File: src/rtl/uart_mmio_pkg.sv
// Shared constants for the memory-mapped console transmitter:
// register map, STATUS layout, store encodings and FSM state codes.
package uart_mmio_pkg;

    localparam logic [31:0] TXDATA_OFS = 32'h0;
    localparam logic [31:0] STATUS_OFS = 32'h4;

    localparam int STAT_BUSY    = 0;
    localparam int STAT_FULL    = 1;
    localparam int STAT_EMPTY   = 2;
    localparam int STAT_OVF     = 3;
    localparam int STAT_CNT_LSB = 8;

    localparam logic [2:0] F3_SB = 3'b000;
    localparam logic [2:0] F3_SH = 3'b001;
    localparam logic [2:0] F3_SW = 3'b010;

    localparam logic [1:0] ST_IDLE  = 2'd0;
    localparam logic [1:0] ST_START = 2'd1;
    localparam logic [1:0] ST_DATA  = 2'd2;
    localparam logic [1:0] ST_STOP  = 2'd3;

    function automatic logic is_store_funct3(input logic [2:0] f3);
        return (f3 == F3_SB) || (f3 == F3_SH) || (f3 == F3_SW);
    endfunction

endpackage

File: src/rtl/sync_fifo.sv
// Single-clock FIFO with registered storage and a combinational head read.
// A push on a full FIFO is accepted only when a pop happens on the same edge.
module sync_fifo #(
    parameter int WIDTH = 8,
    parameter int DEPTH = 8
) (
    input  logic                   clk,
    input  logic                   reset,
    input  logic                   push,
    input  logic [WIDTH-1:0]       push_data,
    input  logic                   pop,
    output logic [WIDTH-1:0]       head_data,
    output logic                   full,
    output logic                   empty,
    output logic [$clog2(DEPTH):0] count
);
    localparam int          AW         = $clog2(DEPTH);
    localparam logic [AW:0] FULL_COUNT = (AW+1)'(DEPTH);

    logic [WIDTH-1:0] mem [DEPTH];
    logic [AW-1:0]    wr_ptr;
    logic [AW-1:0]    rd_ptr;
    logic             do_push;
    logic             do_pop;

    assign empty     = (count == '0);
    assign full      = (count == FULL_COUNT);
    assign do_pop    = pop && !empty;
    assign do_push   = push && (!full || do_pop);
    assign head_data = mem[rd_ptr];

    always_ff @(posedge clk or negedge reset) begin
        if (!reset) begin
            wr_ptr <= '0;
            rd_ptr <= '0;
            count  <= '0;
        end else begin
            // NOTE: non-blocking so every register here sees pre-edge values of the others.
            if (do_push) wr_ptr <= wr_ptr + AW'(1);
            if (do_pop)  rd_ptr <= rd_ptr + AW'(1);
            case ({do_push, do_pop})
                2'b10:   count <= count + (AW+1)'(1);
                2'b01:   count <= count - (AW+1)'(1);
                default: ;
            endcase
        end
    end

    // NOTE: storage has no reset; stale entries are unreachable once the pointers reset.
    always_ff @(posedge clk) begin
        if (do_push) mem[wr_ptr] <= push_data;
    end

endmodule

File: src/rtl/mmio_uart_tx.sv
// Memory-mapped 8N1 console transmitter: byte stores to TXDATA are queued and
// serialised on tx; STATUS exposes busy/full/empty/overflow/count for software.
module mmio_uart_tx #(
    parameter logic [31:0] BASE_ADDR    = 32'h0004_0000,
    parameter int          CLKS_PER_BIT = 16,
    parameter int          FIFO_DEPTH   = 8
) (
    input  logic        clk,
    input  logic        reset,
    input  logic        wr_en,
    input  logic [31:0] wr_addr,
    input  logic [31:0] wr_data,
    input  logic [2:0]  funct3,
    input  logic [31:0] rd_addr,
    output logic [31:0] rd_data,
    output logic        rd_hit,
    output logic        tx,
    output logic        tx_busy,
    output logic        char_valid,
    output logic [7:0]  char_data
);
    import uart_mmio_pkg::*;

    localparam int            CW          = $clog2(CLKS_PER_BIT);
    localparam int            AW          = $clog2(FIFO_DEPTH);
    localparam logic [CW-1:0] BAUD_RELOAD = CW'(CLKS_PER_BIT - 1);

    logic [1:0]    state;
    logic [CW-1:0] baud_cnt;
    logic [2:0]    bit_idx;
    logic [7:0]    shreg;
    logic          overflow;

    logic          push_req;
    logic          ovf_set;
    logic          ovf_clr;
    logic          pop;
    logic          bit_done;
    logic [7:0]    head;
    logic          fifo_full;
    logic          fifo_empty;
    logic [AW:0]   fifo_count;
    logic          unused_wr_bits;

    assign unused_wr_bits = ^wr_data[31:8];

    assign push_req = wr_en && (wr_addr == BASE_ADDR + TXDATA_OFS) && is_store_funct3(funct3);
    assign ovf_clr  = wr_en && (wr_addr == BASE_ADDR + STATUS_OFS) && wr_data[STAT_OVF];
    assign ovf_set  = push_req && fifo_full && !pop;

    assign bit_done = (baud_cnt == '0);
    assign tx_busy  = (state != ST_IDLE);
    // A new frame starts from IDLE or straight out of a finished STOP bit.
    assign pop      = !fifo_empty &&
                      ((state == ST_IDLE) || ((state == ST_STOP) && bit_done));

    sync_fifo #(
        .WIDTH (8),
        .DEPTH (FIFO_DEPTH)
    ) u_fifo (
        .clk       (clk),
        .reset     (reset),
        .push      (push_req),
        .push_data (wr_data[7:0]),
        .pop       (pop),
        .head_data (head),
        .full      (fifo_full),
        .empty     (fifo_empty),
        .count     (fifo_count)
    );

    always_ff @(posedge clk or negedge reset) begin
        if (!reset) begin
            overflow <= 1'b0;
        end else if (ovf_set) begin
            overflow <= 1'b1;
        end else if (ovf_clr) begin
            overflow <= 1'b0;
        end
    end

    always_ff @(posedge clk or negedge reset) begin
        if (!reset) begin
            state      <= ST_IDLE;
            baud_cnt   <= '0;
            bit_idx    <= '0;
            shreg      <= '0;
            tx         <= 1'b1;
            char_valid <= 1'b0;
            char_data  <= '0;
        end else begin
            char_valid <= 1'b0;
            if (pop) begin
                shreg      <= head;
                char_valid <= 1'b1;
                char_data  <= head;
                tx         <= 1'b0;
                baud_cnt   <= BAUD_RELOAD;
                state      <= ST_START;
            end else begin
                if (state != ST_IDLE) baud_cnt <= bit_done ? BAUD_RELOAD : baud_cnt - CW'(1);
                case (state)
                    ST_START: if (bit_done) begin
                        state   <= ST_DATA;
                        bit_idx <= '0;
                        tx      <= shreg[0];
                        shreg   <= {1'b0, shreg[7:1]};
                    end
                    ST_DATA: if (bit_done) begin
                        if (bit_idx == 3'd7) begin
                            state <= ST_STOP;
                            tx    <= 1'b1;
                        end else begin
                            bit_idx <= bit_idx + 3'd1;
                            tx      <= shreg[0];
                            shreg   <= {1'b0, shreg[7:1]};
                        end
                    end
                    ST_STOP: if (bit_done) state <= ST_IDLE;
                    default: ;
                endcase
            end
        end
    end

    always_comb begin
        // NOTE: default every output first so no path through the block infers a latch.
        rd_data = '0;
        rd_hit  = 1'b0;
        if (rd_addr == BASE_ADDR + TXDATA_OFS) begin
            rd_hit = 1'b1;
        end else if (rd_addr == BASE_ADDR + STATUS_OFS) begin
            rd_hit                       = 1'b1;
            rd_data[STAT_BUSY]           = tx_busy;
            rd_data[STAT_FULL]           = fifo_full;
            rd_data[STAT_EMPTY]          = fifo_empty;
            rd_data[STAT_OVF]            = overflow;
            rd_data[STAT_CNT_LSB +: 8]   = 8'(fifo_count);
        end
    end

endmodule

File: config.mk
export PLATFORM = sky130hd
export DESIGN_NAME = mmio_uart_tx
export DESIGN_NICKNAME = d
export VERILOG_FILES = /design/src/rtl/uart_mmio_pkg.sv /design/src/rtl/sync_fifo.sv /design/src/rtl/mmio_uart_tx.sv
export SDC_FILE = /design/constraint.sdc
export NUM_CORES = 1
export LEC_CHECK = 0
export ABC_AREA = 1
export BUFFER_PORTS_ARGS = -buffer_cell sky130_fd_sc_hd__buf_2
export CORE_MARGIN = 5
export CORE_UTILIZATION = 52
export CTS_CLUSTER_DIAMETER = 100
export CTS_CLUSTER_SIZE = 14
export DETAILED_ROUTE_END_ITERATION = 8
export PLACE_DENSITY = 0.8
export SLEW_MARGIN = 20
export SYNTH_ARGS = -nofsm -noshare
export SYNTH_HDL_FRONTEND = slang
export SYNTH_HIERARCHICAL = 1
export SYNTH_SLANG_ARGS = --single-unit
File: constraint.sdc
create_clock -name clk -period 3.25 [get_ports clk]
set_clock_uncertainty 0.15 [all_clocks]
set_input_delay 0.1625 -clock clk [delete_from_list [all_inputs] [get_ports clk]]
set_output_delay 0.1625 -clock clk [all_outputs]
set_load 0.05 [all_outputs]
==> flow_summary.json, run 1 <==
{
  "min_path_type": "input pin to flip-flop",
  "fin_crit_sh_pct": 85.42,
  "synthArstFlopShare_pct": 37.25,
  "total_power_mw": 2.301,
  "grt.overflow.total": 0,
  "fp.coreArea_um2": 9684,
  "placementRows": 36,
  "crit_required_ns": 3.37,
  "clockRootBuffer": "clkbuf_8",
  "synth_adder_area_share_pct": 3.084,
  "ys_seq_area_share_pct": 56.23,
  "cp_slowest_cell": "dfrtp_1",
  "yosys-top-cells-area": "edfxtp_1, dfrtp_1, nand2_1",
  "final_cell_area_um2": 5988,
  "crit_arrival_ns": 2.89,
  "drt_iter0_drc": 211,
  "antenna_found_initial": 0,
  "drive_above_1_share_pct": 22.53,
  "fp.dieW_um": 109.1,
  "avgSynthCellArea_um2": 9.571,
  "clock_path_buffers": 2,
  "die_area_um2": 11910,
  "tightest_slew_ns": 1.032,
  "endpoint_kind": "flip-flop",
  "grt_use_total_pct": 18.88,
  "grt_pass1_vias": 3887,
  "tns_ns": 0,
  "grt_max_degree": 39,
  "yosysTopAreaCellShare_pct": 37.60,
  "yosys_warnings": 6,
  "path_clk_slew_ns": 0.11,
  "wl_per_cell_um": 13.65,
  "critical_path_buf_inv_count": 5,
  "hpwl_mm": 7.644,
  "wirelength_mm": 10.78,
  "dieHeight_um": 109.1,
  "critPathKind": "flip-flop to flip-flop",
  "p_leak_nw": 2.762,
  "syn_area_um2": 5111,
  "numCtsBuffers": 9,
  "pin_count": 146,
  "synth_top_family_by_area": "simple AND/OR/NAND/NOR gates",
  "critical_path.top_delay_family": "simple AND/OR/NAND/NOR gates",
  "powerDensity_nw_per_um2": 384.3,
  "netlist_top_cells_count": "nand2_1, nor2_1, edfxtp_1",
  "synthCells": 534,
  "fin_util_pct": 61.83,
  "cts_tree": "done",
  "ctsHoldBuffers": 11,
  "synth_edf_count": 64,
  "place_area_um2": 5680,
  "cts_sinks": 102,
  "ir_worst_vdd_uv": 287.5,
  "post_cts_buffers": 0,
  "slowest_delay_ns": 0.39,
  "remaining_drc_errors": 0,
  "ant_nets": 0,
  "synth_mux_area_share_pct": 1.787,
  "numPortBuffers": 97,
  "start_util_pct": 52.78,
  "max_freq_mhz": 360.2,
  "final_hold_viol_count": 0,
  "dr.pass1.iters": 5,
  "cts-resized-gates": 0,
  "max_slew_margin_pct": 31.20,
  "holdWs_ns": 0.1889,
  "path_cells": "inv_1 > ha_1 > inv_1 > nand2_4 > nand2_4 > inv_1 > nand3_1 > inv_1 > ha_1 > a21oi_1 > nand3_1 > nand2_1 > nand3_1 > nand2_1 > inv_1",
  "cts_max_level": 3,
  "synth-seq-cells": 102,
  "ys.flop_type": "edfxtp_1",
  "diodes": 0,
  "ys_types": 39,
  "post-synth-top-count-cell": "nand2_1",
  "yosys.area.top_type": "edfxtp_1",
  "area_delta_synth_final_pct": 17.16,
  "grt_pass1_wl_mm": 17.62,
  "finalCriticalPeriod_ns": 2.776,
  "setup_viol_count_final": 0,
  "crit_fanout": 25,
  "maxCapViolCount": 0,
  "cpMostUsedCell": "inv_1",
  "status": "finished clean",
  "gp_congestion": 0.8626,
  "synth_xor_area_share_pct": 1.028,
  "clock_latency_ns": 0.37,
  "drv_slew": 0,
  "synthSimpleGateAreaFrac_pct": 24.75,
  "synth_compound_area_share_pct": 5.630,
  "nets": 766,
  "num_vias": 3974,
  "start_kind": "flip-flop",
  "vias_per_cell": 5.030,
  "rsz0062_at_grt": "false"
}
worst register-to-register path, cell delays in order (launching register included):
cell and delay [ns]:
dfrtp_1 0.39, inv_1 0.10, ha_1 0.25, inv_1 0.15, nand2_4 0.11, nand2_4 0.27
inv_1 0.11, nand3_1 0.17, inv_1 0.09, ha_1 0.32, a21oi_1 0.20, nand3_1 0.11
nand2_1 0.10, nand3_1 0.07, nand2_1 0.07, inv_1 0.03
kinds of logic (layout without fill, tap and decap cells):
family | Yosys count | after routing
compound gates | 54 | 54
mux | 9 | 9
other cells | 1 | 24
buf+inv | 69 | 169
xor+xnor | 6 | 6
fa+ha+maj | 12 | 12
flops | 102 | 102
simple gates | 281 | 281
through the flow:
stage / cells / setup slack, ns
after floorplan: 557 / 0.3884
after global placement: 763 / 0.6193
after detailed placement: 763 / 0.5268
after CTS: 790 / 0.5048
after global routing: 790 / 0.2192
final: 790 / 0.4740
path summary, 6_finish.rpt:
| check | start | to | slack (ns) | cells after the start |
|---|---|---|---|---|
| setup reg to reg | state[0] | u_fifo/count[3] | 0.47 | 15 |
| hold / removal | funct3[2] | u_fifo/wr_ptr[1] | 0.19 | 6 |
| min in group asynchronous | reset | baud_cnt[1] | 0.29 | 2 |
| max in group asynchronous | reset | shreg[7] | 2.12 | 2 |
| setup / recovery | state[0] | u_fifo/count[3] | 0.47 | 15 |
| hold reg to reg | char_data[0] | char_data[0] | 0.33 | 2 |
final cells by class:
cell class | count | area, um2
Tap cell | 133 | 166.4
Fill cell | 786 | 3696
Clock inverter | 7 | 73.82
Clock buffer | 9 | 123.9
Sequential cell | 102 | 2874
Multi-Input combinational cell | 386 | 1944
Timing Repair Buffer | 119 | 678.2
Inverter | 34 | 127.6
power by group:
part | leakage [nW] | switching [mW] | internal, mW | total, mW
clock network | 0.0946 | 0.473 | 0.303 | 0.776
logic | 1.65 | 0.0995 | 0.0466 | 0.146
registers | 1.02 | 0.00000000322 | 1.38 | 1.38
total | 2.76 | 0.572 | 1.73 | 2.30
registers in the layout (all words and copies together) (netlist names):
signal and cells:
shreg 8, overflow 1, u_fifo/mem 64, u_fifo/wr_ptr 3
char_valid 1, u_fifo/count 4, u_fifo/rd_ptr 3, bit_idx 3
state 2, baud_cnt 4, tx 1, char_data 8
per-layer routing:
metal	GRT usage, %	part of all wire (%)	vias up
met1	21.40	40	1892
met2	34.43	54	110
li1	-	-	1965
met3	4.914	5.8	7
met4	6.132	0.59	0
met5	0	0	-
placed cells by master, fill, tap and decap left out, drive strengths merged, types with 5 or more instances in the layout:
cell type / synthesis / final
o22ai: 8 / 8
dlygate4sd3: 0 / 11
ha: 11 / 11
dfrtp: 37 / 37
nor3b: 6 / 6
edfxtp: 64 / 64
inv: 33 / 37
clkbuf: 2 / 9
nor2: 82 / 82
o21ai: 40 / 40
nand2: 139 / 139
buf: 33 / 108
nor3: 10 / 10
conb: 1 / 24
xor2: 5 / 5
mux2i: 8 / 8
nand3: 37 / 37
Note: power is estimated with default switching activity, not from simulation.
==> run 2: changes to the inputs <==
--- a/config.mk
+++ b/config.mk
@@ -5,7 +5,6 @@
 export SDC_FILE = /design/constraint.sdc
 export NUM_CORES = 1
 export LEC_CHECK = 0
-export ABC_AREA = 1
 export BUFFER_PORTS_ARGS = -buffer_cell sky130_fd_sc_hd__buf_2
 export CORE_MARGIN = 5
 export CORE_UTILIZATION = 52
==> run 2 against run 1 <==
Against the previous run:
- worst hold slack got worse by 0.17 ns
- first-iteration DRC count decreased by 14%
- wire length fell by 8.5%
- die area is 2.5% lower
- sequential power is essentially flat
- sequential share of layout area up 0.63 points
- highest routed layer unchanged
==> flow_summary.json, run 2 <==
{
  "vias_per_cell": 5.264,
  "critPathKind": "flip-flop to flip-flop",
  "combPwrFrac_pct": 5.9,
  "grt_pass1_wl_mm": 15.00,
  "grt_max_degree": 39,
  "busiest_layer": "met2",
  "ys.flop_type": "edfxtp_1",
  "r2r_start": "u_fifo/count[2]",
  "intPower_mw": 1.742,
  "ir_worst_vdd_uv": 296.1,
  "start_kind": "flip-flop",
  "pin_count": 146,
  "finalCriticalPeriod_ns": 2.936,
  "drv_slew": 0,
  "regArea_um2": 2874,
  "clockRootBuffer": "clkbuf_8",
  "setup_viol_count_final": 0,
  "drive_above_1_share_pct": 38.31,
  "grt.met1_usage_pct": 20.86,
  "grt_use_total_pct": 16.99,
  "path_clk_slew_ns": 0.10,
  "nFillCells": 704,
  "sw_frac_of_total_pct": 25.64,
  "crit_fanout": 4,
  "dr.pass1.iters": 4,
  "syn_area_um2": 4969,
  "wirelength_mm": 9.862,
  "hpwl_mm": 7.188,
  "crit_required_ns": 3.41,
  "gp_congestion": 0.7863,
  "final_cell_area_um2": 5911,
  "p_seq_share_pct": 58.9,
  "final_cell_mix": "buf_2, edfxtp_1, dfrtp_1",
  "cts_max_level": 3,
  "yosys.area.top_type": "edfxtp_1",
  "post-synth-top-count-cell": "edfxtp_1",
  "reg.largest.list": "u_fifo/mem: 64 flops, char_data: 8 flops, shreg: 8 flops",
  "synth_edf_count": 64,
  "min_path_type": "input pin to flip-flop",
  "synthArstFlopShare_pct": 37.25,
  "remaining_drc_errors": 0,
  "largest_reg_flops": 64,
  "multi_input_area_um2": 1917,
  "area_delta_synth_final_pct": 18.96,
  "ys_types": 53,
  "tightest_slew_ns": 0.8301,
  "met2_usage_pct": 30.11,
  "globalRouteMet3Util_pct": 4.319,
  "numCtsBuffers": 9,
  "dieHeight_um": 107.8,
  "largest-register": "u_fifo/mem",
  "crit_arrival_ns": 3.10,
  "crit_start": "u_fifo/count[2]",
  "endpoint_kind": "flip-flop",
  "powerDensity_nw_per_um2": 396.3,
  "final_hold_viol_count": 0,
  "wl_per_cell_um": 16.69,
  "max_freq_mhz": 340.6,
  "cts_tree": "done",
  "maxCapViolCount": 0,
  "placementRows": 35,
  "total_power_mw": 2.342,
  "p_leak_nw": 2.458,
  "diodes": 0,
  "fp.dieW_um": 107.8,
  "holdWs_ns": 0.01730,
  "die_area_um2": 11610,
  "yosys-top-cells-area": "edfxtp_1, dfrtp_1, mux4_2",
  "p_sw_mw": 0.6004,
  "num_vias": 3111,
  "cts_sinks": 102,
  "drt_iter0_drc": 181,
  "status": "finished clean",
  "avgSynthCellArea_um2": 14.66,
  "clock_latency_ns": 0.38,
  "post_cts_buffers": 0,
  "yosysTopAreaCellShare_pct": 38.68,
  "fin_crit_sh_pct": 90.33,
  "yosys_warnings": 6,
  "ys_seq_area_share_pct": 57.84,
  "ant_nets": 0,
  "rsz0062_at_grt": "false",
  "nets": 571,
  "place_area_um2": 5605,
  "fp.coreArea_um2": 9284,
  "fin_util_pct": 63.67,
  "pwr-share-clk_pct": 35.2,
  "grt_pass1_vias": 2993,
  "synthCells": 339,
  "r2r-end": "u_fifo/count[3]",
  "netlist_top_cells_count": "edfxtp_1, dfrtp_1, buf_4",
  "numPortBuffers": 97,
  "start_util_pct": 53.52,
  "clock_path_buffers": 2,
  "max_slew_margin_pct": 44.66,
  "final_common_cell": "buf_2",
  "synth-seq-cells": 102,
  "r2r_cells": 13,
  "r2r_slack_ns": 0.31,
  "antenna_found_initial": 0,
  "endpoint": "u_fifo/count[3]",
  "grt.overflow.total": 0
}
[run 2: cell count changes in the layout (fill, tap and decap cells not counted), sizes merged, moves of 7 or more]
cell,before,now
mux2,1,32
nand3,37,3
mux4,0,16
o21ai,40,4
o22ai,8,1
and2,0,7
nor4,1,15
inv,37,21
nor2,82,14
nand2,139,12
[run 2: worst min-delay path by stage]
| stage | startpoint | to | slack, ns | cells after the start |
|---|---|---|---|---|
| floorplan | reset | baud_cnt[0] | -0.28 | 0 |
| global placement | reset | bit_idx[2] | 0.17 | 1 |
| detailed placement | reset | bit_idx[2] | 0.17 | 1 |
| CTS | wr_addr[2] | overflow | 0.00008 | 4 |
| global route | wr_addr[2] | overflow | 0.03 | 4 |
| finish | wr_addr[2] | overflow | 0.02 | 4 |
[run 2: cells by family after synthesis]
family | share of synthesized area, %
AOI/OAI and AO/OA | 4.886
xor gates and xnor gates | 1.234
adders and majority gates | 3.173
buffers and inverters | 6.623
DFF | 57.84
muxes | 16.75
other | 0.07548
and+or+nand+nor | 9.418
[run 2: timing repair]
| action | in CTS | in global routing |
|---|---|---|
| hold buffers | 9 | 0 |
| hold endpoints to repair | 101 | 0 |
| resized for setup | 0 | 0 |
[run 2: cell type report]
cell class | instances | share of cell area, %
Sequential cell | 102 | 48.62
Timing Repair Buffer | 119 | 11.39
Multi-Input combinational cell | 208 | 32.43
Inverter | 17 | 1.185
Clock buffer | 9 | 2.096
Clock inverter | 7 | 1.545
Tap cell | 129 | 2.731
[run 2: per-layer routing]
| layer | part of all wire [%] | vias up | routed length (um) |
|---|---|---|---|
| li1 | - | 1473 | - |
| met3 | 6.1 | 9 | 599 |
| met1 | 40 | 1532 | 3971 |
| met4 | 0.90 | 0 | 89 |
| met2 | 53 | 97 | 5201 |
| met5 | 0 | - | 0 |
[run 2: metrics by stage]
| stage | std cells | setup TNS (ns) | setup WS [ns] |
|---|---|---|---|
| floorplan | 362 | -0.04050 | -0.04050 |
| global placement | 566 | 0 | 0.3717 |
| detailed placement | 566 | 0 | 0.3254 |
| CTS | 591 | 0 | 0.2960 |
| global route | 591 | 0 | 0.1307 |
| finish | 591 | 0 | 0.3142 |
[run 2: power groups by stage]
stage / sequential, mW / clock [mW] / combinational, mW
6_report: 1.38 / 0.825 / 0.138
5_1_grt: 1.38 / 0.904 / 0.149
4_1_cts: 1.38 / 0.847 / 0.139
3_5_place_dp: 1.41 / 0 / 0.131
3_3_place_gp: 1.41 / 0 / 0.128
2_1_floorplan: 1.41 / 0 / 0.0881
[run 2: worst max-delay path, stage by stage (launching register included)]
cell and delay [ns]:
dfrtp_1 0.45, or3_1 0.45, nor2_4 0.17, nor2b_2 0.07
a31oi_4 0.18, clkinvlp_4 0.14, o21ai_4 0.10, or2_4 0.18
inv_4 0.05, ha_4 0.21, or2_4 0.25, a21oi_1 0.18
mux2i_1 0.19, nand3b_1 0.11
==> run 3: changes to the inputs <==
==> constraint.sdc (replaced) <==
create_clock -name clk -period 3.25 [get_ports clk]
set_clock_uncertainty 0.15 [all_clocks]
set_input_delay 0.4875 -clock clk [delete_from_list [all_inputs] [get_ports clk]]
set_output_delay 0.4875 -clock clk [all_outputs]
set_load 0.05 [all_outputs]
==> run 3 against run 2 <==
Against the previous run:
- sequential cell count unchanged
- count of clock-buffer cells in the layout is the same
- largest cell class unchanged
- global-route usage down 0.71 points
- critical path depth unchanged
- highest routed layer unchanged
- combinational power is 6% lower
- first-iteration DRC count shrank 9.9%
- worst hold slack gained 0.044 ns
- final cell count is 1.5% lower
- fmax shrank 0.70%
- via count down 1.6%
==> flow_summary.json, run 3 (synthesized netlist as in run 2, its figures left out) <==
{
  "status": "finished clean",
  "drive_above_1_share_pct": 39.29,
  "max_slew_margin_pct": 44.12,
  "nets": 562,
  "crit_start": "u_fifo/count[2]",
  "cp_slowest_cell": "or3_1",
  "drv_slew": 0,
  "post_cts_buffers": 0,
  "setup_viol_count_final": 0,
  "placementRows": 35,
  "dp_slack_ns": 0.3031,
  "r2r-end": "u_fifo/count[3]",
  "tns_ns": 0,
  "r2r_cells": 13,
  "final_hold_viol_count": 0,
  "max_freq_mhz": 338.2,
  "drt_iter0_drc": 163,
  "p_leak_nw": 2.407,
  "ir_worst_vdd_uv": 378.6,
  "cp.depth": 13,
  "grt.overflow.total": 0,
  "final_common_cell": "buf_2",
  "layout_setup_ws_ns": 0.2934,
  "dr.pass1.iters": 4,
  "slowest_delay_ns": 0.45,
  "largest-register": "u_fifo/mem",
  "die_area_um2": 11610,
  "endpoint_kind": "flip-flop",
  "grt_pass1_wl_mm": 14.31,
  "reg.largest.list": "u_fifo/mem: 64 flops, char_data: 8 flops, shreg: 8 flops",
  "hpwl_mm": 7.093,
  "start_util_pct": 53.52,
  "numPortBuffers": 97,
  "crit_required_ns": 3.41,
  "crit_arrival_ns": 3.12,
  "cts_tree": "done",
  "final_cell_mix": "buf_2, edfxtp_1, dfrtp_1",
  "powerDensity_nw_per_um2": 390.9,
  "crit_fanout": 4,
  "cts-resized-gates": 0,
  "cts_max_level": 3,
  "path_clk_slew_ns": 0.10,
  "placedCellCount": 566,
  "place_area_um2": 5609,
  "cts_sinks": 102,
  "critical_path_buf_inv_count": 2,
  "clock_path_buffers": 2,
  "pin_count": 146,
  "fp.dieW_um": 107.8,
  "largest_reg_flops": 64,
  "dieHeight_um": 107.8,
  "tightest_slew_ns": 0.8383,
  "maxCapViolCount": 0,
  "numCtsBuffers": 9,
  "grt_max_degree": 39,
  "path_cells": "or3_1 > nor2_4 > nor2b_2 > a31oi_4 > clkinvlp_4 > o21ai_4 > or2_4 > inv_2 > ha_4 > a211o_1 > nand3_2 > mux2_4 > nand3b_1",
  "wirelength_mm": 9.566,
  "final_cell_area_um2": 5794,
  "critPathKind": "flip-flop to flip-flop",
  "min_path_type": "input pin to asynchronous set/reset pin",
  "antenna_found_initial": 0,
  "finalCriticalPeriod_ns": 2.957,
  "num_vias": 3062,
  "r2r_start": "u_fifo/count[2]",
  "ctsHoldBuffers": 0,
  "rsz0062_at_grt": "false",
  "fin_crit_sh_pct": 90.97,
  "vias_per_cell": 5.261,
  "diodes": 0,
  "remaining_drc_errors": 0,
  "grt_use_total_pct": 16.27,
  "wl_per_cell_um": 16.44,
  "r2r_slack_ns": 0.29,
  "start_kind": "flip-flop",
  "ant_nets": 0,
  "stdcell_count": 582,
  "grt_pass1_vias": 2953,
  "area_delta_synth_final_pct": 16.62,
  "endpoint": "u_fifo/count[3]",
  "fp.coreArea_um2": 9284,
  "critical_path.top_delay_family": "simple AND/OR/NAND/NOR gates",
  "clock_latency_ns": 0.37,
  "gp_congestion": 0.8126,
  "clockRootBuffer": "clkbuf_8"
}
-- run 3: changes by cell type in the layout (fill, tap and decap cells not counted), sizes merged --
cell,change
clkinv,-1
clkinvlp,+1
dlygate4sd3,-9
-- run 3: final cells by class --
type	instances	area [um2]
clock inverters	7	61.31
multi-input cells	208	1923
well taps	129	161.4
flip-flops and latches	102	2874
fillers	708	3490
inverters	17	67.56
clock buffers	9	123.9
repair buffers	110	583.1
-- run 3: metal layers --
layer  vias to the layer above  wire (um)  GRT usage (%)
met4                         0         68          4.328
li1                       1450          -              -
met1                      1506       3754          18.53
met3                         7        647          4.739
met2                        99       5096          29.71
met5                         -          0              0
-- run 3: worst min-delay path by stage --
stage / endpoint / slack (ns)
3_5_place_dp: overflow / 0.32
5_1_grt: bit_idx[1] / 0.10
6_report: bit_idx[0] / 0.06
3_3_place_gp: shreg[6] / 0.32
2_1_floorplan: baud_cnt[0] / 0.04
4_1_cts: bit_idx[0] / 0.07
-- run 3: metrics by stage --
stage,utilization [%],total power [mW],hold slack (ns)
after floorplan,-,1.496,0.04191
after global placement,60.42,1.533,0.3178
after detailed placement,60.42,1.537,0.3232
after CTS,62.41,2.291,0.07455
after global routing,62.41,2.355,0.1049
final,62.41,2.265,0.06087
-- run 3: worst register-to-register path, cell delays in order, from the launching register on --
cell and delay [ns]:
dfrtp_1 0.44, or3_1 0.45, nor2_4 0.18, nor2b_2 0.07, a31oi_4 0.19, clkinvlp_4 0.14, o21ai_4 0.10, or2_4 0.17
inv_2 0.06, ha_4 0.20, a211o_1 0.28, nand3_2 0.10, mux2_4 0.30, nand3b_1 0.08
-- run 3: report_power, final --
part           leakage [nW]  internal, mW   switching, mW
clock network        0.0945         0.296           0.461
registers              1.03          1.38  0.000000000310
logic                  1.29        0.0358          0.0939
total                  2.41          1.71           0.555
